### src/rtl/mem_arbiter_if.sv
// Bundle of the two master ports and the shared memory port seen by mem_arbiter.
// The arbiter connects through the slave modport; a requester/memory model uses master.
interface mem_arbiter_if;
    logic [31:0] m0_addr;
    logic [31:0] m0_wdata;
    logic [3:0]  m0_wmask;
    logic        m0_rstrb;
    logic        m0_wait;
    logic [31:0] m0_rdata;
    logic        m0_rvalid;

    logic [31:0] m1_addr;
    logic [31:0] m1_wdata;
    logic [3:0]  m1_wmask;
    logic        m1_rstrb;
    logic        m1_wait;
    logic [31:0] m1_rdata;
    logic        m1_rvalid;

    logic [31:0] mem_addr;
    logic [31:0] mem_wdata;
    logic [3:0]  mem_wmask;
    logic        mem_rstrb;
    logic [31:0] mem_rdata;

    modport slave (
        input  m0_addr, m0_wdata, m0_wmask, m0_rstrb,
        input  m1_addr, m1_wdata, m1_wmask, m1_rstrb,
        input  mem_rdata,
        output m0_wait, m0_rdata, m0_rvalid,
        output m1_wait, m1_rdata, m1_rvalid,
        output mem_addr, mem_wdata, mem_wmask, mem_rstrb
    );

    modport master (
        output m0_addr, m0_wdata, m0_wmask, m0_rstrb,
        output m1_addr, m1_wdata, m1_wmask, m1_rstrb,
        output mem_rdata,
        input  m0_wait, m0_rdata, m0_rvalid,
        input  m1_wait, m1_rdata, m1_rvalid,
        input  mem_addr, mem_wdata, mem_wmask, mem_rstrb
    );
endinterface

### src/rtl/mem_arbiter.sv
// Two-master arbiter in front of a single-port memory with 1-cycle read latency.
// Grants are combinational; the read owner is remembered for one cycle so the
// returning mem_rdata is steered to the right master.
module mem_arbiter #(
    parameter int unsigned FIXED_PRIO = 0
) (
    input logic          clk,
    input logic          reset,
    mem_arbiter_if.slave bus
);

    logic        req0, req1;
    logic        gnt0, gnt1;
    logic        mem_rstrb;
    logic        last_grant_q, last_grant_d;  // 1 = master 1 was granted most recently
    logic        pend_valid_q, pend_valid_d;
    logic        pend_owner_q, pend_owner_d;
    logic        m0_rvalid, m1_rvalid;
    logic [31:0] m0_rdata_q, m0_rdata_d;
    logic [31:0] m1_rdata_q, m1_rdata_d;

    assign req0 = bus.m0_rstrb | (|bus.m0_wmask);
    assign req1 = bus.m1_rstrb | (|bus.m1_wmask);

    // Pick at most one master per cycle; nobody is granted while in reset.
    always_comb begin
        gnt0 = 1'b0;
        gnt1 = 1'b0;
        if (!reset) begin
            if (req0 && req1) begin
                if ((FIXED_PRIO != 0) || last_grant_q) begin
                    gnt0 = 1'b1;
                end else begin
                    gnt1 = 1'b1;
                end
            end else begin
                gnt0 = req0;
                gnt1 = req1;
            end
        end
    end

    // Steer the granted master onto the memory port; a write wins over a read.
    always_comb begin
        bus.mem_addr  = bus.m0_addr;
        bus.mem_wdata = bus.m0_wdata;
        bus.mem_wmask = 4'h0;
        mem_rstrb     = 1'b0;
        if (gnt0) begin
            bus.mem_wmask = bus.m0_wmask;
            mem_rstrb     = bus.m0_rstrb & ~(|bus.m0_wmask);
        end else if (gnt1) begin
            bus.mem_addr  = bus.m1_addr;
            bus.mem_wdata = bus.m1_wdata;
            bus.mem_wmask = bus.m1_wmask;
            mem_rstrb     = bus.m1_rstrb & ~(|bus.m1_wmask);
        end
        bus.mem_rstrb = mem_rstrb;
        bus.m0_wait   = req0 & ~gnt0 & ~reset;
        bus.m1_wait   = req1 & ~gnt1 & ~reset;
    end

    // Next-state for grant history and read return; rdata passes through in the rvalid cycle.
    always_comb begin
        last_grant_d = last_grant_q;
        if (gnt0) begin
            last_grant_d = 1'b0;
        end else if (gnt1) begin
            last_grant_d = 1'b1;
        end
        pend_valid_d  = mem_rstrb;
        pend_owner_d  = gnt1;
        m0_rvalid     = pend_valid_q & ~pend_owner_q & ~reset;
        m1_rvalid     = pend_valid_q & pend_owner_q & ~reset;
        m0_rdata_d    = m0_rvalid ? bus.mem_rdata : m0_rdata_q;
        m1_rdata_d    = m1_rvalid ? bus.mem_rdata : m1_rdata_q;
        bus.m0_rvalid = m0_rvalid;
        bus.m1_rvalid = m1_rvalid;
        bus.m0_rdata  = reset ? 32'h0 : m0_rdata_d;
        bus.m1_rdata  = reset ? 32'h0 : m1_rdata_d;
    end

    // State registers; reset drops any read still in flight.
    always_ff @(posedge clk) begin
        if (reset) begin
            last_grant_q <= 1'b1;
            pend_valid_q <= 1'b0;
            pend_owner_q <= 1'b0;
            m0_rdata_q   <= 32'h0;
            m1_rdata_q   <= 32'h0;
        end else begin
            last_grant_q <= last_grant_d;
            pend_valid_q <= pend_valid_d;
            pend_owner_q <= pend_owner_d;
            m0_rdata_q   <= m0_rdata_d;
            m1_rdata_q   <= m1_rdata_d;
        end
    end

endmodule

### src/flat_wrapper.sv
// flat-port wrapper written by rule: the top's interface ports become plain ports
module mem_arbiter_flat 
#(
    parameter int unsigned FIXED_PRIO = 0
)
  (clk, reset, bus_m0_addr, bus_m0_wdata, bus_m0_wmask, bus_m0_rstrb, bus_m1_addr, bus_m1_wdata, bus_m1_wmask, bus_m1_rstrb, bus_mem_rdata, bus_m0_wait, bus_m0_rdata, bus_m0_rvalid, bus_m1_wait, bus_m1_rdata, bus_m1_rvalid, bus_mem_addr, bus_mem_wdata, bus_mem_wmask, bus_mem_rstrb);
  mem_arbiter_if bus_i ();
  input logic clk;
  input logic reset;
  input wire logic [$bits(bus_i.m0_addr)-1:0] bus_m0_addr;
  input wire logic [$bits(bus_i.m0_wdata)-1:0] bus_m0_wdata;
  input wire logic [$bits(bus_i.m0_wmask)-1:0] bus_m0_wmask;
  input wire logic [$bits(bus_i.m0_rstrb)-1:0] bus_m0_rstrb;
  input wire logic [$bits(bus_i.m1_addr)-1:0] bus_m1_addr;
  input wire logic [$bits(bus_i.m1_wdata)-1:0] bus_m1_wdata;
  input wire logic [$bits(bus_i.m1_wmask)-1:0] bus_m1_wmask;
  input wire logic [$bits(bus_i.m1_rstrb)-1:0] bus_m1_rstrb;
  input wire logic [$bits(bus_i.mem_rdata)-1:0] bus_mem_rdata;
  output wire logic [$bits(bus_i.m0_wait)-1:0] bus_m0_wait;
  output wire logic [$bits(bus_i.m0_rdata)-1:0] bus_m0_rdata;
  output wire logic [$bits(bus_i.m0_rvalid)-1:0] bus_m0_rvalid;
  output wire logic [$bits(bus_i.m1_wait)-1:0] bus_m1_wait;
  output wire logic [$bits(bus_i.m1_rdata)-1:0] bus_m1_rdata;
  output wire logic [$bits(bus_i.m1_rvalid)-1:0] bus_m1_rvalid;
  output wire logic [$bits(bus_i.mem_addr)-1:0] bus_mem_addr;
  output wire logic [$bits(bus_i.mem_wdata)-1:0] bus_mem_wdata;
  output wire logic [$bits(bus_i.mem_wmask)-1:0] bus_mem_wmask;
  output wire logic [$bits(bus_i.mem_rstrb)-1:0] bus_mem_rstrb;
  assign bus_i.m0_addr = bus_m0_addr;
  assign bus_i.m0_wdata = bus_m0_wdata;
  assign bus_i.m0_wmask = bus_m0_wmask;
  assign bus_i.m0_rstrb = bus_m0_rstrb;
  assign bus_i.m1_addr = bus_m1_addr;
  assign bus_i.m1_wdata = bus_m1_wdata;
  assign bus_i.m1_wmask = bus_m1_wmask;
  assign bus_i.m1_rstrb = bus_m1_rstrb;
  assign bus_i.mem_rdata = bus_mem_rdata;
  assign bus_m0_wait = bus_i.m0_wait;
  assign bus_m0_rdata = bus_i.m0_rdata;
  assign bus_m0_rvalid = bus_i.m0_rvalid;
  assign bus_m1_wait = bus_i.m1_wait;
  assign bus_m1_rdata = bus_i.m1_rdata;
  assign bus_m1_rvalid = bus_i.m1_rvalid;
  assign bus_mem_addr = bus_i.mem_addr;
  assign bus_mem_wdata = bus_i.mem_wdata;
  assign bus_mem_wmask = bus_i.mem_wmask;
  assign bus_mem_rstrb = bus_i.mem_rstrb;
  mem_arbiter #(.FIXED_PRIO(FIXED_PRIO)) u_core (.clk(clk), .reset(reset), .bus(bus_i));
endmodule
### config.mk
export PLATFORM = sky130hd
export DESIGN_NAME = mem_arbiter_flat
export DESIGN_NICKNAME = d
export VERILOG_FILES = /design/src/rtl/mem_arbiter_if.sv /design/src/rtl/mem_arbiter.sv /design/src/flat_wrapper.sv
export SDC_FILE = /design/constraint.sdc
export NUM_CORES = 1
export LEC_CHECK = 0
export CELL_PAD_IN_SITES_DETAIL_PLACEMENT = 0
export CELL_PAD_IN_SITES_GLOBAL_PLACEMENT = 2
export CORE_AREA = 2 2 159 161
export DETAILED_ROUTE_END_ITERATION = 12
export DIE_AREA = 0 0 161 163
export PLACE_DENSITY_LB_ADDON = 0.1
export SYNTH_ARGS = -nofsm -noshare
export SYNTH_HDL_FRONTEND = slang
export SYNTH_SLANG_ARGS = --single-unit
### constraint.sdc
create_clock -name clk -period 2.8 [get_ports clk]
set_input_delay 0.7 -clock clk [delete_from_list [all_inputs] [get_ports clk]]
set_output_delay 0.7 -clock clk [all_outputs]
set_load 0.02 [all_outputs]
==> metrics.yaml <==
detailed_routing:
  first_iter_violations: 146
  ant_nets: 0
  vias_per_cell: 3.83
  dr.pass1.iters: 6
  wl_met3_um: 1480
  wire_per_inst_um: 19.7
  finalWirelength_um: 21400
  vias: 4164
  top_layer_used: "met4"
  drc: 0
  wl_met1_um: 8230
  wl_met2_um: 11200
die:
  start_util_pct: 13.7
  rows: 58
  die_width_um: 161
  io_pins: 309
  die_y_um: 163
  dieArea_sq_mm: 0.0262
  core_sq_mm: 0.0247
min_path:
  min_path_type: "reg -> reg"
critical_path:
  end_kind: "output pin"
  r2r_slack_ns: 1.44
  critPathKind: "in -> out"
  cp-startpoint: "bus_m0_wmask[1]"
  crit_required_ns: 2.10
  worstSetupStartpointType: "input pin"
  r2r_start: "u_core.last_grant_q"
  rr_endpoint: "u_core.pend_owner_q"
  crit_fanout: 6
  r2r_cells: 8
  endpoint: "bus_mem_wdata[14]"
  cp.arrival_ns: 2.60
clock_network:
  ctsHoldBuffers: 0
  clkTransAtPathRegs_ns: 0.06
  cts_made_buffers: 9
  cts_root_buf: "clkbuf_16"
  ctsLongestPathBuffers: 2
  clock-sinks: 67
  cts_htree_levels: 3
  cts_tree: "done"
  insertion_delay_ns: 0.33
placed_design:
  place_ws_ns: -1.13
  gp_congestion: 0.940
  io_buffers: 308
  dp.cells: 1035
  dp_hpwl_um: 15600
timing:
  clock.fmax_ghz: 0.303
  finalHoldViolCount: 0
  finClkSkew_ns: 0.00626
  relSlewSlack_pct: 81.9
  min_period_ns: 3.30
  post-route-period-util_pct: 118
  setup_viol: 65
  setup_ws_ns: -0.500
  drv_slew: 0
  rsz0062_at_grt: "yes"
  tightest_slew_ns: 0.268
job:
  cap_violations: 0
status:
  violations: "setup timing"
  status: "finished, violations left"
grt:
  grt_pass1_vias: 4461
  grt_max_degree: 39
  grtUsageTotal_pct: 15.9
  grt-ovfl-total: 0
  antenna_found_initial: 3
  grt_pass1_wl_um: 30100
synthesis:
  syn_area_per_cell_sq_um: 8.86
  ys_ff_latch: 67
  synthesis.area_sq_mm: 0.00339
  yosysUniqueCellTypes: 24
  ys_warn_count: 0
  ys_seq_area_share_pct: 39.5
  synthCells: 383
  synth_nets: 555
cells_and_area:
  stdcell_count: 1088
  final_cell_mix: "clkdlybuf4s50_1 (162), nand2_1 (129), buf_6 (91)"
  drive_gt1_share_pct: 40.6
  area_growth_pct: 134
  final_common_cell: "clkdlybuf4s50_1"
  layout.nets: 921
power:
  power.total_w: 0.00308
  p_leak_nw: 3.66
  power_density_mw_per_mm2: 387
  peakVddDrop_v: 0.000251
## worst min-delay path by stage
stage / startpoint / to / depth (start not counted)
final: u_core.m0_rdata_q[25] / u_core.m0_rdata_q[25] / 2
after global routing: u_core.m0_rdata_q[22] / u_core.m0_rdata_q[22] / 2
after CTS: u_core.m0_rdata_q[25] / u_core.m0_rdata_q[25] / 2
after detailed placement: u_core.m0_rdata_q[4] / u_core.m0_rdata_q[4] / 2
after global placement: u_core.m0_rdata_q[3] / u_core.m0_rdata_q[3] / 2
after floorplan: u_core.last_grant_q / u_core.last_grant_q / 2
## worst max-delay path: stages
cell      delay (ns)
buf_6           0.09
or4_4           0.55
o21ai_4         0.17
o211ai_4        0.12
buf_12          0.16
buf_12          0.13
buf_8           0.13
buf_6           0.11
mux2_4          0.29
buf_6           0.14
## flip-flops by register name, summed over array words and instances (netlist names)
register             flops
u_core.m0_rdata_q       32
u_core.m1_rdata_q       32
u_core.last_grant_q      1
u_core.pend_owner_q      1
u_core.pend_valid_q      1
## cell usage after synthesis, drive strengths merged
| library cell | n | area, sq um |
|---|---|---|
| a22oi | 4 | 30.0 |
| o21ai | 34 | 181 |
| or4 | 2 | 18.8 |
| nor3b | 1 | 7.51 |
| or3 | 1 | 6.26 |
| nor3 | 1 | 5.00 |
| clkbuf | 16 | 60.1 |
| inv | 4 | 15.0 |
| o211ai | 1 | 12.5 |
| buf | 12 | 91.3 |
| nand2 | 129 | 484 |
| dfxtp | 67 | 1340 |
| a21o | 1 | 7.51 |
| mux2 | 64 | 905 |
| nand3 | 34 | 170 |
| nor4 | 2 | 12.5 |
| nor2 | 7 | 26.3 |
| a21oi | 2 | 10.0 |
| o21bai | 1 | 7.51 |
## metrics by stage
step                      hold slack, ns  instance area (sq um)  utilization, %  setup TNS, ns
after floorplan                    0.574                   3390               -          -6.03
after global placement             0.452                   7160            29.0        -106.70
after detailed placement           0.456                   7160            29.0        -106.12
after CTS                          0.465                   8150            33.0         -30.07
after global routing               0.478                   7950            32.2         -27.11
final                              0.461                   7950            32.2         -24.16
## cell families (layout without fill, tap and decap cells)
logic type | after synthesis | count (layout) | share of synthesized area, %
flops | 67 | 67 | 39.5
mux | 64 | 64 | 26.7
buf+inv | 32 | 403 | 4.91
compound gates | 43 | 43 | 7.34
simple gates | 177 | 177 | 21.5
other cells | 0 | 4 | 0
## layout make-up
cell class,instances,area [sq um]
fill,2646,16700
inverter,4,17.5
clock inverter,7,76.3
multi-input combinational,284,1980
sequential,67,1340
antenna,4,10.0
clock buffer,9,225
timing repair buffer,383,3890
tap,330,413
## routing by layer
layer | track usage, % | vias to the layer above
met3 | 4.58 | 21
met4 | 5.60 | 0
li1 | - | 2034
met2 | 30.1 | 181
met5 | 0 | -
met1 | 16.8 | 1928
## where the power goes
part           switching [W]  internal, W  leakage [nW]
Clock               0.000466     0.000694         0.142
Sequential        0.00000479     0.000960         0.540
Combinational       0.000365     0.000589          2.98
Total               0.000835      0.00224          3.66
## what timing repair did
item,4_1_cts,5_1_grt
hold endpoints to repair,0,0
cloned,8,0
setup buffers,30,5
setup endpoints to repair,137,107
gates resized for setup,646,73
pin swaps,4,11
No activity file was read; power rests on OpenSTA's default activity.
